File: config.mk
export PLATFORM = sky130hd
export DESIGN_NAME = serial_bus_bridge
export DESIGN_NICKNAME = d
export VERILOG_FILES = /design/src/rtl/serial_bus_bridge.sv
export SDC_FILE = /design/constraint.sdc
export NUM_CORES = 1
export LEC_CHECK = 0
export CAP_MARGIN = 10
export CELL_PAD_IN_SITES_DETAIL_PLACEMENT = 1
export CELL_PAD_IN_SITES_GLOBAL_PLACEMENT = 1
export CORE_MARGIN = 2
export CORE_UTILIZATION = 35
export CTS_CLUSTER_DIAMETER = 40
export DETAILED_ROUTE_END_ITERATION = 6
export GPL_TIMING_DRIVEN = 0
export PLACE_DENSITY_LB_ADDON = 0.1
export SYNTH_ARGS = -nofsm -noshare
export SYNTH_HDL_FRONTEND = slang
export SYNTH_SLANG_ARGS = --single-unit
File: constraint.sdc
create_clock -name clk -period 2.6 [get_ports clk]
set_input_delay 0.52 -clock clk [delete_from_list [all_inputs] [get_ports clk]]
set_output_delay 0.52 -clock clk [all_outputs]
set_load 0.02 [all_outputs]
File: src/rtl/serial_bus_bridge.sv
// serial_bus_bridge
// Takes one CPU bus transaction at a time over a valid/ready handshake and
// serialises it onto narrow pin lanes, LSB beat first:
//   ADDR  (ADDR_W/LANE_W beats on pin_out, pin_frame on beat 0)
//   CMD   (one beat on pin_out carrying the write flag)
//   WDATA (DATA_W/LANE_W beats driven on pio_out) or TURN (one idle cycle)
//   WAIT  (until pin_ack)
//   RDATA (DATA_W/LANE_W beats captured from pio_in, reads only)
//   DONE  (one-cycle rsp_valid pulse)
// Ports:
//   clk, rst_n               clock, synchronous active-low reset
//   req_valid/req_ready      request handshake; req_we/req_addr/req_wdata
//   rsp_valid/rsp_rdata/rsp_err  one-cycle response
//   busy                     high whenever not IDLE
//   pin_out, pin_frame       dedicated output lane
//   pio_out, pio_oe, pio_in  bidirectional lane
//   pin_ack                  external device acknowledge
// Optional feature: define SERIAL_BUS_TIMEOUT_EN to abort a WAIT lasting
// TIMEOUT cycles with rsp_err = 1 and rsp_rdata = all ones.
// All outputs are registered copies of the decode of the next state, so they
// line up exactly with the registered state.

module serial_bus_bridge #(
    parameter int ADDR_W  = 32,
    parameter int DATA_W  = 32,
    parameter int LANE_W  = 8,
    parameter int TIMEOUT = 15
) (
    input  logic              clk,
    input  logic              rst_n,
    input  logic              req_valid,
    output logic              req_ready,
    input  logic              req_we,
    input  logic [ADDR_W-1:0] req_addr,
    input  logic [DATA_W-1:0] req_wdata,
    output logic              rsp_valid,
    output logic [DATA_W-1:0] rsp_rdata,
    output logic              rsp_err,
    output logic              busy,
    output logic [LANE_W-1:0] pin_out,
    output logic              pin_frame,
    output logic [LANE_W-1:0] pio_out,
    output logic [LANE_W-1:0] pio_oe,
    input  logic [LANE_W-1:0] pio_in,
    input  logic              pin_ack
);

    localparam int A_BEATS   = ADDR_W / LANE_W;
    localparam int D_BEATS   = DATA_W / LANE_W;
    localparam int MAX_BEATS = (A_BEATS > D_BEATS) ? A_BEATS : D_BEATS;
    localparam int CNT_W     = $clog2(MAX_BEATS + 1);

    typedef enum logic [2:0] {
        ST_IDLE  = 3'd0,
        ST_ADDR  = 3'd1,
        ST_CMD   = 3'd2,
        ST_WDATA = 3'd3,
        ST_TURN  = 3'd4,
        ST_WAIT  = 3'd5,
        ST_RDATA = 3'd6,
        ST_DONE  = 3'd7
    } state_t;

    state_t              state_r, state_s;
    logic [CNT_W-1:0]    cnt_r, cnt_s;
    logic                we_r, we_s;
    logic [ADDR_W-1:0]   addr_r, addr_s;
    logic [DATA_W-1:0]   wdata_r, wdata_s;
    logic [DATA_W-1:0]   rdata_r, rdata_s;
    logic                err_s;

    logic                req_ready_s, busy_s, pin_frame_s, rsp_valid_s, rsp_err_s;
    logic [LANE_W-1:0]   pin_out_s, pio_out_s, pio_oe_s;
    logic [DATA_W-1:0]   rsp_rdata_s;

`ifdef SERIAL_BUS_TIMEOUT_EN
    localparam int WAIT_W = $clog2(TIMEOUT + 1);
    logic [WAIT_W-1:0]   wait_r, wait_s;
    logic                err_r;
`else
    logic                unused_timeout_s;
    assign unused_timeout_s = (TIMEOUT > 0);
`endif

    // Next-state, beat counter, request latch and read-data capture.
    always_comb begin
        state_s = state_r;
        cnt_s   = cnt_r;
        we_s    = we_r;
        addr_s  = addr_r;
        wdata_s = wdata_r;
        rdata_s = rdata_r;
`ifdef SERIAL_BUS_TIMEOUT_EN
        wait_s  = wait_r;
        err_s   = err_r;
`else
        err_s   = 1'b0;
`endif
        case (state_r)
            ST_IDLE: begin
                if (req_valid) begin
                    we_s    = req_we;
                    addr_s  = req_addr;
                    wdata_s = req_wdata;
                    rdata_s = {DATA_W{1'b0}};
                    err_s   = 1'b0;
                    cnt_s   = {CNT_W{1'b0}};
                    state_s = ST_ADDR;
                end else begin
                    state_s = ST_IDLE;
                end
            end
            ST_ADDR: begin
                if (cnt_r == CNT_W'(A_BEATS - 1)) begin
                    cnt_s   = {CNT_W{1'b0}};
                    state_s = ST_CMD;
                end else begin
                    cnt_s   = cnt_r + CNT_W'(1);
                end
            end
            ST_CMD: begin
                cnt_s   = {CNT_W{1'b0}};
`ifdef SERIAL_BUS_TIMEOUT_EN
                wait_s  = {WAIT_W{1'b0}};
`endif
                state_s = we_r ? ST_WDATA : ST_TURN;
            end
            ST_WDATA: begin
                if (cnt_r == CNT_W'(D_BEATS - 1)) begin
                    cnt_s   = {CNT_W{1'b0}};
                    state_s = ST_WAIT;
                end else begin
                    cnt_s   = cnt_r + CNT_W'(1);
                end
            end
            ST_TURN: begin
                state_s = ST_WAIT;
            end
            ST_WAIT: begin
                // An acknowledge on the final allowed cycle still completes normally.
                if (pin_ack) begin
                    cnt_s   = {CNT_W{1'b0}};
                    state_s = we_r ? ST_DONE : ST_RDATA;
                end else begin
`ifdef SERIAL_BUS_TIMEOUT_EN
                    if (wait_r == WAIT_W'(TIMEOUT - 1)) begin
                        err_s   = 1'b1;
                        state_s = ST_DONE;
                    end else begin
                        wait_s  = wait_r + WAIT_W'(1);
                    end
`else
                    state_s = ST_WAIT;
`endif
                end
            end
            ST_RDATA: begin
                for (int k = 0; k < D_BEATS; k++) begin
                    if (cnt_r == CNT_W'(k)) begin
                        rdata_s[k*LANE_W +: LANE_W] = pio_in;
                    end else begin
                        rdata_s[k*LANE_W +: LANE_W] = rdata_r[k*LANE_W +: LANE_W];
                    end
                end
                if (cnt_r == CNT_W'(D_BEATS - 1)) begin
                    cnt_s   = {CNT_W{1'b0}};
                    state_s = ST_DONE;
                end else begin
                    cnt_s   = cnt_r + CNT_W'(1);
                end
            end
            ST_DONE: begin
                state_s = ST_IDLE;
            end
            default: begin
                state_s = ST_IDLE;
                cnt_s   = {CNT_W{1'b0}};
            end
        endcase
    end

    // Output decode of the next state; registered below so pins follow the state register.
    always_comb begin
        req_ready_s = (state_s == ST_IDLE);
        busy_s      = (state_s != ST_IDLE);
        pin_out_s   = {LANE_W{1'b0}};
        pin_frame_s = 1'b0;
        pio_out_s   = {LANE_W{1'b0}};
        pio_oe_s    = {LANE_W{1'b0}};
        rsp_valid_s = 1'b0;
        rsp_err_s   = 1'b0;
        rsp_rdata_s = {DATA_W{1'b0}};
        case (state_s)
            ST_ADDR: begin
                for (int k = 0; k < A_BEATS; k++) begin
                    if (cnt_s == CNT_W'(k)) begin
                        pin_out_s = addr_s[k*LANE_W +: LANE_W];
                    end else begin
                        pin_out_s = pin_out_s;
                    end
                end
                pin_frame_s = (cnt_s == {CNT_W{1'b0}});
            end
            ST_CMD: begin
                pin_out_s = LANE_W'(we_s);
            end
            ST_WDATA: begin
                pio_oe_s = {LANE_W{1'b1}};
                for (int k = 0; k < D_BEATS; k++) begin
                    if (cnt_s == CNT_W'(k)) begin
                        pio_out_s = wdata_s[k*LANE_W +: LANE_W];
                    end else begin
                        pio_out_s = pio_out_s;
                    end
                end
            end
            ST_DONE: begin
                rsp_valid_s = 1'b1;
                rsp_err_s   = err_s;
                if (err_s) begin
                    rsp_rdata_s = {DATA_W{1'b1}};
                end else if (we_s) begin
                    rsp_rdata_s = {DATA_W{1'b0}};
                end else begin
                    rsp_rdata_s = rdata_s;
                end
            end
            default: begin
                pin_out_s = {LANE_W{1'b0}};
            end
        endcase
    end

    // State, transaction context and registered outputs.
    always_ff @(posedge clk) begin
        if (!rst_n) begin
            state_r   <= ST_IDLE;
            cnt_r     <= {CNT_W{1'b0}};
            we_r      <= 1'b0;
            addr_r    <= {ADDR_W{1'b0}};
            wdata_r   <= {DATA_W{1'b0}};
            rdata_r   <= {DATA_W{1'b0}};
`ifdef SERIAL_BUS_TIMEOUT_EN
            wait_r    <= {WAIT_W{1'b0}};
            err_r     <= 1'b0;
`endif
            req_ready <= 1'b1;
            busy      <= 1'b0;
            pin_out   <= {LANE_W{1'b0}};
            pin_frame <= 1'b0;
            pio_out   <= {LANE_W{1'b0}};
            pio_oe    <= {LANE_W{1'b0}};
            rsp_valid <= 1'b0;
            rsp_err   <= 1'b0;
            rsp_rdata <= {DATA_W{1'b0}};
        end else begin
            state_r   <= state_s;
            cnt_r     <= cnt_s;
            we_r      <= we_s;
            addr_r    <= addr_s;
            wdata_r   <= wdata_s;
            rdata_r   <= rdata_s;
`ifdef SERIAL_BUS_TIMEOUT_EN
            wait_r    <= wait_s;
            err_r     <= err_s;
`endif
            req_ready <= req_ready_s;
            busy      <= busy_s;
            pin_out   <= pin_out_s;
            pin_frame <= pin_frame_s;
            pio_out   <= pio_out_s;
            pio_oe    <= pio_oe_s;
            rsp_valid <= rsp_valid_s;
            rsp_err   <= rsp_err_s;
            rsp_rdata <= rsp_rdata_s;
        end
    end

endmodule

; Word-level counts from Yosys, hierarchy flattened
; Index checks and enable logic that the tools add are counted.
[word_totals]
register_bits = 163
input_bits = 77
out_inout_bits = 61
wordCells = 78
[classes]
add_sub_neg = 1
eq_ne = 17
muxes = 35
bitwise = 1
n_reduce_logical = 10
[op_table]
columns = operator, count
row1 = 32-bit 2-to-1 mux, 5
row2 = 8-bit 2-to-1 mux, 13
row3 = 32-bit one-hot mux with 2 select lines, 1
row4 = "3-bit by 2-bit equality test with 1-bit output, second input constant", 8
row5 = 3-bit one-hot mux with 8 select lines, 1
row6 = 3-bit 2-to-1 mux, 7
row7 = 8-bit one-hot mux with 2 select lines, 1
row8 = "3-bit equality test, second input constant", 5
row9 = "3-bit by 1-bit equality test with 1-bit output, second input constant", 4
row10 = 3-bit logical NOT, 4
row11 = 3-bit one-hot mux with 4 select lines, 1
row12 = 2-bit AND reduction, 3
row13 = 1-bit 2-to-1 mux, 5
row14 = "3-bit by 1-bit adder with 3-bit output, second input constant", 1
row15 = 3-bit nonzero test, 1
row16 = 3-bit OR reduction, 1
row17 = 2-bit 2-to-1 mux, 1
row18 = 2-bit OR reduction, 1
row19 = 1-bit inverter, 1

; Logic depth before layout (Yosys ltp)
[logic_depth]
word_depth = 9
ltp_mapped = 9
depth_no_buf = 7

; Worst setup path after synthesis
; No wires, ideal clock.
[synth_path]
path_kind = flip-flop to flip-flop
from = reg cnt_r[0]
to = reg pin_out[7]
setup_ns = 0.076
arrival_time_ns = 1.904
setup_slack_ns = 0.620
stages_incl_launch_ff = 9
n_path_buf = 1
synth_period_minus_slack_ns = 1.980
path_cell_list = dfxtp_1 ha_1 and2b_1 a211o_1 a21oi_4 and4_4 nand2b_1 buf_2 o22ai_2
[synth_between]
elab_chain_cells = 9
word_cells_on_any_way = 21
classes_between = add/sub: 1 / eq/ne: 6 / mux: 13 / reduce/logical: 1
[synth_lines]
columns = element, line_no
row1 = start: declaration, 65  ; logic [CNT_W-1:0] cnt_r, cnt_s;
row2 = start signal: assignment, 238  ; cnt_r <= {CNT_W{1'b0}};
row3 = start signal: assignment, 258  ; cnt_r <= cnt_s;
row4 = 3-bit by 1-bit adder with 3-bit output / 3-bit by 2-bit equality test with 1-bit output (equally long branches), n/a
row5 = 3-bit 2-to-1 mux, "114, 129, 165"
row6 = 3-bit one-hot mux with 4 select lines, 99  ; case (state_r)
row7 = 3-bit logical NOT, 196  ; if (cnt_s == CNT_W'(k)) begin
row8 = 8-bit 2-to-1 mux (4 in a row), 196
row9 = 8-bit one-hot mux with 2 select lines (*), 193  ; case (state_s)
row10 = end signal: assignment, 249  ; pin_out <= {LANE_W{1'b0}};
row11 = end signal: assignment, 269  ; pin_out <= pin_out_s;
row12 = end: declaration, 40  ; output logic [LANE_W-1:0] pin_out,
; Every way passes the cells marked *; elsewhere a longest branch is shown, timed or not.
; A chain may end at the register's enable or synchronous reset.

; Final worst setup path
[layout_path]
from = reg cnt_r[0]
to = reg rsp_rdata[26]
[layout_between]
elab_chain_cells = 7
word_cells_on_any_way = 11
classes_between = eq/ne: 2 / mux: 6 / bitwise: 1 / reduce/logical: 2
[layout_lines]
columns = element, line_no
row1 = 3-bit by 2-bit equality test with 1-bit output (*), n/a
row2 = "3-bit 2-to-1 mux, on equally long branches", "165, 114, 129"
row3 = 3-bit one-hot mux with 8 select lines, 99
row4 = 3-bit equality test, 193
row5 = 2-bit AND reduction (no source line), n/a
row6 = 1-bit inverter (no source line), n/a
row7 = 2-bit OR reduction (no source line), n/a
row8 = end signal: assignment, 255  ; rsp_rdata <= {DATA_W{1'b0}};
row9 = end signal: assignment, 275  ; rsp_rdata <= rsp_rdata_s;
row10 = end: declaration, 37  ; output logic [DATA_W-1:0] rsp_rdata,
; Marks and branches as above.

==> flow_summary.toml <==
[synthesis]
ys_types = 53
synth-xor-area-share_pct = 0
synth-compound-area-share_pct = 17.7
yosysMostFrequentCell = "dfxtp_1"
synth_top_area_share_pct = 53.0
ys_warn_count = 0
ys_seq_area_share_pct = 53.0
synth_top_family_by_area = "simple AND/OR/NAND/NOR gates"
yosys.area.top_type = "dfxtp_1"
synth.area.top_cells = "dfxtp_1 (53%), nand2_1 (9.9%), a21oi_1 (9.4%), nor2_1 (4.6%), and3_1 (3.6%)"
synthAdderAreaFrac_pct = 0.850
syn_area_um2 = 5890
syn_nets = 778
synth_cells = 697
yosys.area_share.simple_pct = 22.8
synth_mux_area_share_pct = 0.170
synth_commonest_cells = "dfxtp_1 (156), nand2_1 (155), a21oi_1 (111)"
ys_ff_latch = 156
synthFlopType = "dfxtp_1"
avgSynthCellArea_um2 = 8.45
synthArstFlopShare_pct = 0
synth_edf_count = 0

[sta]
max_freq_ghz = 0.418
finalMaxSlewViolations = 0
rsz0062_at_grt = "false"
finClkSkew_ns = 0.00767
setup-tns-final_ns = 0
slew-limit-headroom_pct = 51.9
hold_ws_ns = 0.459
min_period_over_period_pct = 91.9
tightest_slew_ns = 0.717
hold_viol_final = 0
layout_setup_ws_ns = 0.210
period_needed_ns = 2.39
finalSetupViolations = 0

[finish]
finalInstanceArea_um2 = 8140
final_cells = 1084
final_core_util_pct = 49.3
layout.nets = 934
syn_to_final_growth_pct = 38.2
n_antenna_cell = 0
drive_gt1_share_pct = 9.38

[cts]
cts_buffers = 17
cts_max_level = 4
clock_latency_ns = 0.42
cts_tree = "built"
clockBufferDepth = 2
clk_pin_slew_ns = 0.06
clockRootBuffer = "clkbuf_16"
cts.sinks = 156
holdBufCountCts = 0

[status]
status = "completed"

[worst_setup_path]
criticalPathCategory = "flop to flop"
rr_endpoint = "rsp_rdata[26]"
cp-start-kind = "flop"
crit_fanout = 10
worstRegToRegCells = 8
critPathArrivalTime_ns = 2.73
required_ns = 2.94
worst_r2r_startpoint = "cnt_r[0]"
setup.worst_path.end_class = "flop"
rrSetupSlack_ns = 0.21

[grt]
antenna_found_initial = 0
grt_pass1_vias = 5827
track_usage_pct = 22.0
grt_max_degree = 17
grt_pass1_wl_mm = 30.6
grt-ovfl-total = 0

[routing]
routed_wl_mm = 19.5
viasPerCell = 5.08
via_count = 5510
wl_per_cell_um = 18.0
first_iter_violations = 309
postRouteAntennaNets = 0
drc = 0
first_pass_iters = 6

[floorplanning]
rows = 47
dieArea_um2 = 17900
fp.dieW_um = 134
design.core.area_um2 = 16500
fp.dieH_um = 134
start_util_pct = 35.6
pin_count = 138

[min_path]
worstHoldEndpoint = "addr_r[24]"
min_path_cells = 2
hold_class = "flop to flop"
hold_start = "addr_r[24]"

[place]
pre_cts_ws_ns = -0.176
placed_cells = 1053
io_buffers = 136
hpwl_mm = 14.1
place_area_um2 = 7530
gp_congestion = 0.836

[power_and_ir_drop]
p_leak_nw = 3.17
fin_total_pwr_mw = 5.58
ir_drop_mv = 0.500
cellPowerDensity_nw_per_um2 = 686

[run]
max_cap_violations = 0
logic make-up (layout without fill, tap and decap cells):
logic type | after synthesis | after routing
compound gates | 175 | 175
fa+ha+maj | 4 | 4
buf+inv | 62 | 229
flops | 156 | 156
mux | 1 | 1
other cells | 1 | 1
simple gates | 298 | 298
worst max path at each step:
| stage | startpoint | slack, ns | end | cells after the start |
|---|---|---|---|---|
| after global routing | cnt_r[0] | 0.02 | pio_out[1] | 7 |
| after floorplan | cnt_r[0] | 0.62 | pin_out[7] | 8 |
| final | cnt_r[0] | 0.21 | rsp_rdata[26] | 8 |
| after CTS | cnt_r[0] | 0.02 | pio_out[5] | 6 |
| after detailed placement | req_valid | -0.18 | addr_r[28] | 8 |
| after global placement | req_valid | -0.17 | rsp_rdata[31] | 8 |
timing repair:
action                                  CTS  global route
gates resized for setup                   1             5
pin swaps                                 0             1
endpoints found under the setup margin    2            18
buffers inserted                          0             1
critical path, cell delays in order (launching register included):
cell     delay [ns]
dfxtp_1        0.48
ha_2           0.30
or3b_1         0.41
nand2_1        0.10
a32o_2         0.25
and3_1         0.22
nand2_2        0.12
buf_2          0.23
nor2_1         0.18
placed cells by master, fill, tap and decap left out, types with 3 or more instances in the layout:
| cell type | instances |
|---|---|
| and3_1 | 34 |
| clkdlybuf4s50_1 | 136 |
| buf_4 | 10 |
| nand2_1 | 155 |
| dfxtp_1 | 156 |
| nand3_1 | 3 |
| o211ai_1 | 17 |
| clkbuf_16 | 17 |
| clkbuf_1 | 21 |
| o22ai_1 | 7 |
| nor2_1 | 72 |
| bufinv_16 | 3 |
| a22o_1 | 9 |
| inv_1 | 6 |
| o21ai_0 | 9 |
| nand2b_1 | 6 |
| buf_2 | 22 |
| ha_1 | 3 |
| a21oi_1 | 111 |
| o21ai_1 | 9 |
| and2_1 | 7 |
| clkbuf_2 | 4 |
final cells by class:
type,count,area (um^2)
Tap cell,220,275
Multi-Input combinational cell,479,2460
Fill cell,1936,8380
Clock inverter,7,115
Inverter,7,26.3
Sequential cell,156,3120
Clock buffer,23,468
Timing Repair Buffer,137,1380
Buffer,55,292
report_power, final:
group          leakage (nW)  switching, mW  total (mW)  internal (mW)
sequential             1.27         0.0344        2.50           2.47
combinational          1.62          0.340       0.585          0.245
clock                 0.279          0.950        2.50           1.55
total                  3.17           1.32        5.58           4.26
registers in the layout, summed over array words and instances (netlist names):
register and cells:
cnt_r 3, rsp_rdata 32, pio_out 8, rsp_valid 1, rdata_r 32, req_ready 1, we_r 1, addr_r 32
pio_oe 1, pin_frame 1, busy 1, pin_out 8, wdata_r 32, state_r 3
layer usage:
metal | GRT usage [%] | wire length (um) | vias to the layer above
li1 | - | - | 2657
met4 | 7.09 | 324 | 0
met1 | 28.4 | 8790 | 2693
met3 | 4.11 | 853 | 28
met5 | 0 | 0 | -
met2 | 37.4 | 9520 | 132
Power figures use the tool's default switching activity.
